File: src/rtl/sdf_stage_ctrl.sv
// -----------------------------------------------------------------------------
// sdf_stage_ctrl
//
// Sequencing controller for one radix-2 single-delay-feedback FFT stage.
// After PRE pipeline-latency samples the stage alternates between a FILL
// phase (DELAY samples pushed into the delay line) and a BFLY phase (DELAY
// samples combined with the delay-line output). During BFLY the twiddle ROM
// address steps by TW_STRIDE per sample. The sequence repeats forever.
//
// Ports
//   clk        : single clock, all state updates on the rising edge
//   rst_n      : asynchronous active-low reset
//   in_valid   : one sample accepted per cycle while high
//   sync_clr   : synchronous clear back to the post-reset condition
//   state      : stage mode, 0 = WAIT, 1 = FILL, 2 = BFLY (3 never driven)
//   tw_addr    : twiddle ROM address, nonzero only in BFLY
//   out_valid  : stage output valid this cycle
//   frame_done : one-cycle pulse after the last BFLY sample of a phase
// -----------------------------------------------------------------------------
module sdf_stage_ctrl #(
    parameter int  DELAY     = 256,
    parameter int  PRE       = 2,
    parameter int  TW_STRIDE = 1,
    localparam int AW        = $clog2(DELAY)
) (
    input  logic          clk,
    input  logic          rst_n,
    input  logic          in_valid,
    input  logic          sync_clr,
    output logic [1:0]    state,
    output logic [AW-1:0] tw_addr,
    output logic          out_valid,
    output logic          frame_done
);

    localparam int PW = $clog2(PRE + 1);

    typedef enum logic [1:0] {
        ST_WAIT = 2'd0,
        ST_FILL = 2'd1,
        ST_BFLY = 2'd2
    } state_e;

    // Twiddle address: product taken at full width, then reduced modulo the
    // power-of-two DELAY by truncation.
    function automatic logic [AW-1:0] tw_calc(input logic [AW-1:0] idx);
        return AW'(32'(idx) * 32'(TW_STRIDE));
    endfunction

    logic [PW-1:0] pre_cnt_q,    pre_cnt_d;
    logic          primed_q,     primed_d;
    logic          phase_q,      phase_d;
    logic [AW-1:0] idx_q,        idx_d;
    logic          seen_bfly_q,  seen_bfly_d;
    logic          frame_done_q, frame_done_d;

    state_e        state_s;

    // Stage mode decoded purely from the registered primed/phase bits.
    always_comb begin
        state_s = ST_WAIT;
        if (!primed_q) begin
            state_s = ST_WAIT;
        end else if (!phase_q) begin
            state_s = ST_FILL;
        end else begin
            state_s = ST_BFLY;
        end
    end

    // Next-state logic: clear wins over a sample; stalls hold everything
    // except the frame_done pulse, which always falls back to 0.
    always_comb begin
        pre_cnt_d    = pre_cnt_q;
        primed_d     = primed_q;
        phase_d      = phase_q;
        idx_d        = idx_q;
        seen_bfly_d  = seen_bfly_q;
        frame_done_d = 1'b0;

        if (sync_clr) begin
            pre_cnt_d    = '0;
            primed_d     = 1'b0;
            phase_d      = 1'b0;
            idx_d        = '0;
            seen_bfly_d  = 1'b0;
            frame_done_d = 1'b0;
        end else if (in_valid) begin
            if (!primed_q) begin
                // Last latency sample: enter FILL at the start of the delay line.
                if (pre_cnt_q == PW'(PRE - 1)) begin
                    pre_cnt_d = PW'(PRE);
                    primed_d  = 1'b1;
                    phase_d   = 1'b0;
                    idx_d     = '0;
                end else begin
                    pre_cnt_d = pre_cnt_q + PW'(1);
                end
            end else begin
                if (idx_q == AW'(DELAY - 1)) begin
                    idx_d   = '0;
                    phase_d = ~phase_q;
                end else begin
                    idx_d   = idx_q + AW'(1);
                end
            end

            if (state_s == ST_BFLY) begin
                seen_bfly_d  = 1'b1;
                frame_done_d = (idx_q == AW'(DELAY - 1));
            end else begin
                seen_bfly_d  = seen_bfly_q;
                frame_done_d = 1'b0;
            end
        end else begin
            frame_done_d = 1'b0;
        end
    end

    // State registers with asynchronous active-low reset.
    always_ff @(posedge clk or negedge rst_n) begin
        if (!rst_n) begin
            pre_cnt_q    <= '0;
            primed_q     <= 1'b0;
            phase_q      <= 1'b0;
            idx_q        <= '0;
            seen_bfly_q  <= 1'b0;
            frame_done_q <= 1'b0;
        end else begin
            pre_cnt_q    <= pre_cnt_d;
            primed_q     <= primed_d;
            phase_q      <= phase_d;
            idx_q        <= idx_d;
            seen_bfly_q  <= seen_bfly_d;
            frame_done_q <= frame_done_d;
        end
    end

    // Output mapping; out_valid follows in_valid so a stall drops it at once.
    always_comb begin
        state      = state_s;
        tw_addr    = '0;
        if (state_s == ST_BFLY) begin
            tw_addr = tw_calc(idx_q);
        end else begin
            tw_addr = '0;
        end
        out_valid  = in_valid & (seen_bfly_q | (state_s == ST_BFLY));
        frame_done = frame_done_q;
    end

endmodule

File: config.mk
export PLATFORM = sky130hd
export DESIGN_NAME = sdf_stage_ctrl
export DESIGN_NICKNAME = d
export VERILOG_FILES = /design/src/rtl/sdf_stage_ctrl.sv
export SDC_FILE = /design/constraint.sdc
export NUM_CORES = 1
export LEC_CHECK = 0
export CORE_MARGIN = 5
export CORE_UTILIZATION = 49
export CTS_BUF_LIST = sky130_fd_sc_hd__clkbuf_4 sky130_fd_sc_hd__clkbuf_8 sky130_fd_sc_hd__clkbuf_16
export DETAILED_ROUTE_END_ITERATION = 10
export PLACE_DENSITY = 0.87
export SLEW_MARGIN = 20
export SYNTH_ARGS = -nofsm -noshare
export SYNTH_HDL_FRONTEND = slang
export SYNTH_SLANG_ARGS = --single-unit
File: constraint.sdc
create_clock -name clk -period 1.65 [get_ports clk]
set_input_delay 0.33 -clock clk [delete_from_list [all_inputs] [get_ports clk]]
set_output_delay 0.33 -clock clk [all_outputs]
set_load 0.01 [all_outputs]
==> flow_metrics.py <==
metrics = {
    "run_status": {
        "run_status": "finished, final reports clean",
    },
    "pwr": {
        "power_density_mw_per_mm2": 646,
        "ir_drop_mv": 0.374,
        "leakage_uw": 0.000557,
    },
    "sta": {
        "finalCriticalPeriod_ps": 1630,
        "layout_worst_path_cycle_share_pct": 98.8,
        "max_clock_skew_ps": 1.82,
        "fin_tns_setup_ps": 0,
        "achievable-frequency_mhz": 614,
        "slew-limit-headroom_pct": 79.1,
        "rsz_0062_raised_after_global_routing": "yes",
        "setup_viol": 0,
        "hold_violations": 0,
        "timing_max_transition_violations_final": 0,
        "max_slew.worst_pin.slew_ps": 312,
    },
    "placed_design": {
        "dp_cells": 122,
        "gp_congestion": 0.830,
        "port_buffers": 15,
        "dp.final_hpwl_um": 1390,
    },
    "clock_network": {
        "cts_buffers": 3,
        "tritoncts_clock_tree": "done",
        "cts.root.buffer_cell": "sky130_fd_sc_hd__clkbuf_4",
        "clock_sinks": 14,
        "post_cts_setup_repair_bufs": 0,
        "worstSkewPairLatency_ps": 270,
        "clk_path_buf_depth": 2,
        "clock_transition_at_the_registers_of_the_reported_paths_ps": 80,
        "cts.htree.levels": 1,
    },
    "routing": {
        "detail_route.iter0.violations": 19,
        "final_antenna_net_count": 0,
        "first_pass_iters": 4,
        "avgRoutedWirePerCell_um": 15.3,
        "number_of_vias_after_detailed_routing": 745,
        "route.detailed.drc": 0,
        "drt_wl_total_um": 1930,
        "via_per_inst": 5.91,
    },
    "synthesis": {
        "most_frequent_cell_after_synthesis": "sky130_fd_sc_hd__dfrtp_1",
        "yosys_warnings": 0,
        "syn_inst": 84,
        "yosys.cell_types.count": 33,
        "synth.yosys.seq_area_share_pct": 42.9,
        "synth.top_cells.by_area": "sky130_fd_sc_hd__dfrtp_1, sky130_fd_sc_hd__and3_1, sky130_fd_sc_hd__nor2_1, sky130_fd_sc_hd__xor2_1, sky130_fd_sc_hd__ha_1",
        "netlist.top_cell.by_area": "sky130_fd_sc_hd__dfrtp_1",
        "postSynthRegisterBits": 14,
        "synthArstFlopShare_pct": 100,
        "synth_flop_cell": "sky130_fd_sc_hd__dfrtp_1",
        "synth_edf_count": 0,
        "avgSynthCellArea_um2": 9.73,
        "synth.top_cell.area_share_pct": 42.9,
        "synth.top_cells.by_count": "sky130_fd_sc_hd__dfrtp_1, sky130_fd_sc_hd__nor2_1, sky130_fd_sc_hd__and3_1",
        "post_synth_instance_area_um2": 817,
        "synthesis.nets": 90,
    },
    "layout": {
        "layout.nets": 117,
        "fill_cells": 122,
        "antenna-diode-count": 0,
        "synthToLayoutAreaGrowth_pct": 32.2,
        "layout-drive-gt1-share_pct": 20.0,
        "final_cells": 126,
    },
    "floorplanning": {
        "io-pin-count": 16,
        "die_x_um": 50.8,
        "die_h_um": 50.8,
        "initial_utilization_pct": 53.0,
        "die_area_mm2": 0.00258,
        "row_count": 14,
        "fp.coreArea_mm2": 0.00154,
    },
    "setup_path": {
        "critPathLaunchType": "register",
        "critPathArrivalTime_ps": 1300,
        "setup.worst_path.class": "reg2out",
        "worst-r2r-cell-count": 6,
        "largest_driver_fanout_on_the_critical_path": 5,
        "slack_of_the_worst_reg_to_reg_path_ps": 130,
        "crit-reg2reg-launch": "pre_cnt_q[0]",
        "critPathCaptureType": "primary output",
        "critical_path.reg2reg.endpoint": "idx_q[1]",
        "crit_required_ps": 1320,
    },
    "global_routing": {
        "wire_length_of_the_first_global_routing_pass_um": 3390,
        "global_routing_usage_summed_across_all_routing_layers_pct": 16.4,
        "antenna_found_initial": 0,
        "grt_overflow": 0,
        "grt_pass1_vias": 744,
        "grt_start_max_net_pins": 15,
    },
    "min_path": {
        "worst_hold_path_type": "in2async",
    },
    "flow_run": {
        "cap_viol_max_count": 0,
    },
}
-- where the power goes --
part	internal (uW)	switching, uW	total [uW]	leakage, uW
clock network	134	109	243	0.0000210
logic	41.6	55.5	97.2	0.000343
registers	351	6.53	358	0.000194
-- layout make-up --
class	count	area, um2	share of cell area, %
Multi-Input combinational cell	64	444	41.1
Sequential cell	14	350	32.4
Timing Repair Buffer	26	221	20.5
Clock buffer	4	36.3	3.36
Tap cell	16	20.0	1.85
Inverter	2	7.51	0.695
-- per-layer routing --
layer	up-vias	GRT usage, %	part of all wire [%]
met5	-	0	0
met4	0	2.55	0.73
met3	4	2.91	4.9
met2	20	27.7	51
met1	365	22.1	44
li1	356	-	-
-- critical path, stage by stage, from the launching register on --
cell,delay (ps)
sky130_fd_sc_hd__dfrtp_1,410
sky130_fd_sc_hd__buf_4,170
sky130_fd_sc_hd__and3_1,170
sky130_fd_sc_hd__dlygate4sd2_1,280
-- cells in the final DEF (no fill, tap or decap), types with 2 or more instances in the layout --
master | synthesis | final
sky130_fd_sc_hd__nand3_1 | 2 | 2
sky130_fd_sc_hd__mux2i_1 | 2 | 2
sky130_fd_sc_hd__and2_4 | 1 | 2
sky130_fd_sc_hd__dfrtp_1 | 14 | 14
sky130_fd_sc_hd__clkbuf_4 | 0 | 3
sky130_fd_sc_hd__clkdlybuf4s50_1 | 0 | 4
sky130_fd_sc_hd__inv_1 | 2 | 2
sky130_fd_sc_hd__nor2_1 | 11 | 11
sky130_fd_sc_hd__dlygate4sd2_1 | 0 | 5
sky130_fd_sc_hd__and3_1 | 8 | 8
sky130_fd_sc_hd__nor2b_1 | 2 | 2
sky130_fd_sc_hd__o21a_1 | 2 | 2
sky130_fd_sc_hd__o211ai_1 | 3 | 3
sky130_fd_sc_hd__ha_1 | 2 | 2
sky130_fd_sc_hd__clkdlybuf4s15_1 | 0 | 5
sky130_fd_sc_hd__nand2_1 | 6 | 6
sky130_fd_sc_hd__buf_4 | 0 | 11
sky130_fd_sc_hd__and2b_1 | 2 | 2
sky130_fd_sc_hd__xor2_1 | 4 | 4
sky130_fd_sc_hd__and4_1 | 2 | 2
sky130_fd_sc_hd__a21oi_1 | 2 | 2
-- state kept, by name, summed over array words and instances (netlist names) --
register,count
frame_done,1
idx_q,8
phase_q,1
pre_cnt_q,2
primed_q,1
seen_bfly_q,1
-- metrics by stage --
step           instance area [um2]  hold WS (ps)  util, %  setup WS [ps]  total power (uW)
2_1_floorplan                  817          34.4        -            322               415
3_3_place_gp                  1050           512     68.3           -120               456
3_5_place_dp                  1050           520     68.3           -137               462
4_1_cts                       1070           366     69.7           8.86               704
5_1_grt                       1080           375     70.0          -32.8               744
6_report                      1080           361     70.0           20.2               698
-- logic make-up after synthesis --
group           synth area share [%]
xor+xnor                        4.29
simple gates                    27.9
mux                             2.45
flops                           42.9
buf+inv                         3.06
compound gates                  16.4
fa+ha+maj                       3.06
-- worst max-delay path by stage --
stage | from | end | slack [ps] | cells past startpoint
floorplan | pre_cnt_q[0] | idx_q[3] | 320 | 5
global placement | in_valid | out_valid | -120 | 3
detailed placement | in_valid | out_valid | -140 | 3
CTS | phase_q | out_valid | 9 | 3
global route | phase_q | tw_addr[7] | -30 | 3
finish | phase_q | tw_addr[2] | 20 | 3
-- what timing repair did --
action | in CTS | in global routing
endpoints found under the setup margin | 11 | 9
resized for setup | 11 | 8
hold buffers | 0 | 0
Power figures use the tool's default switching activity.
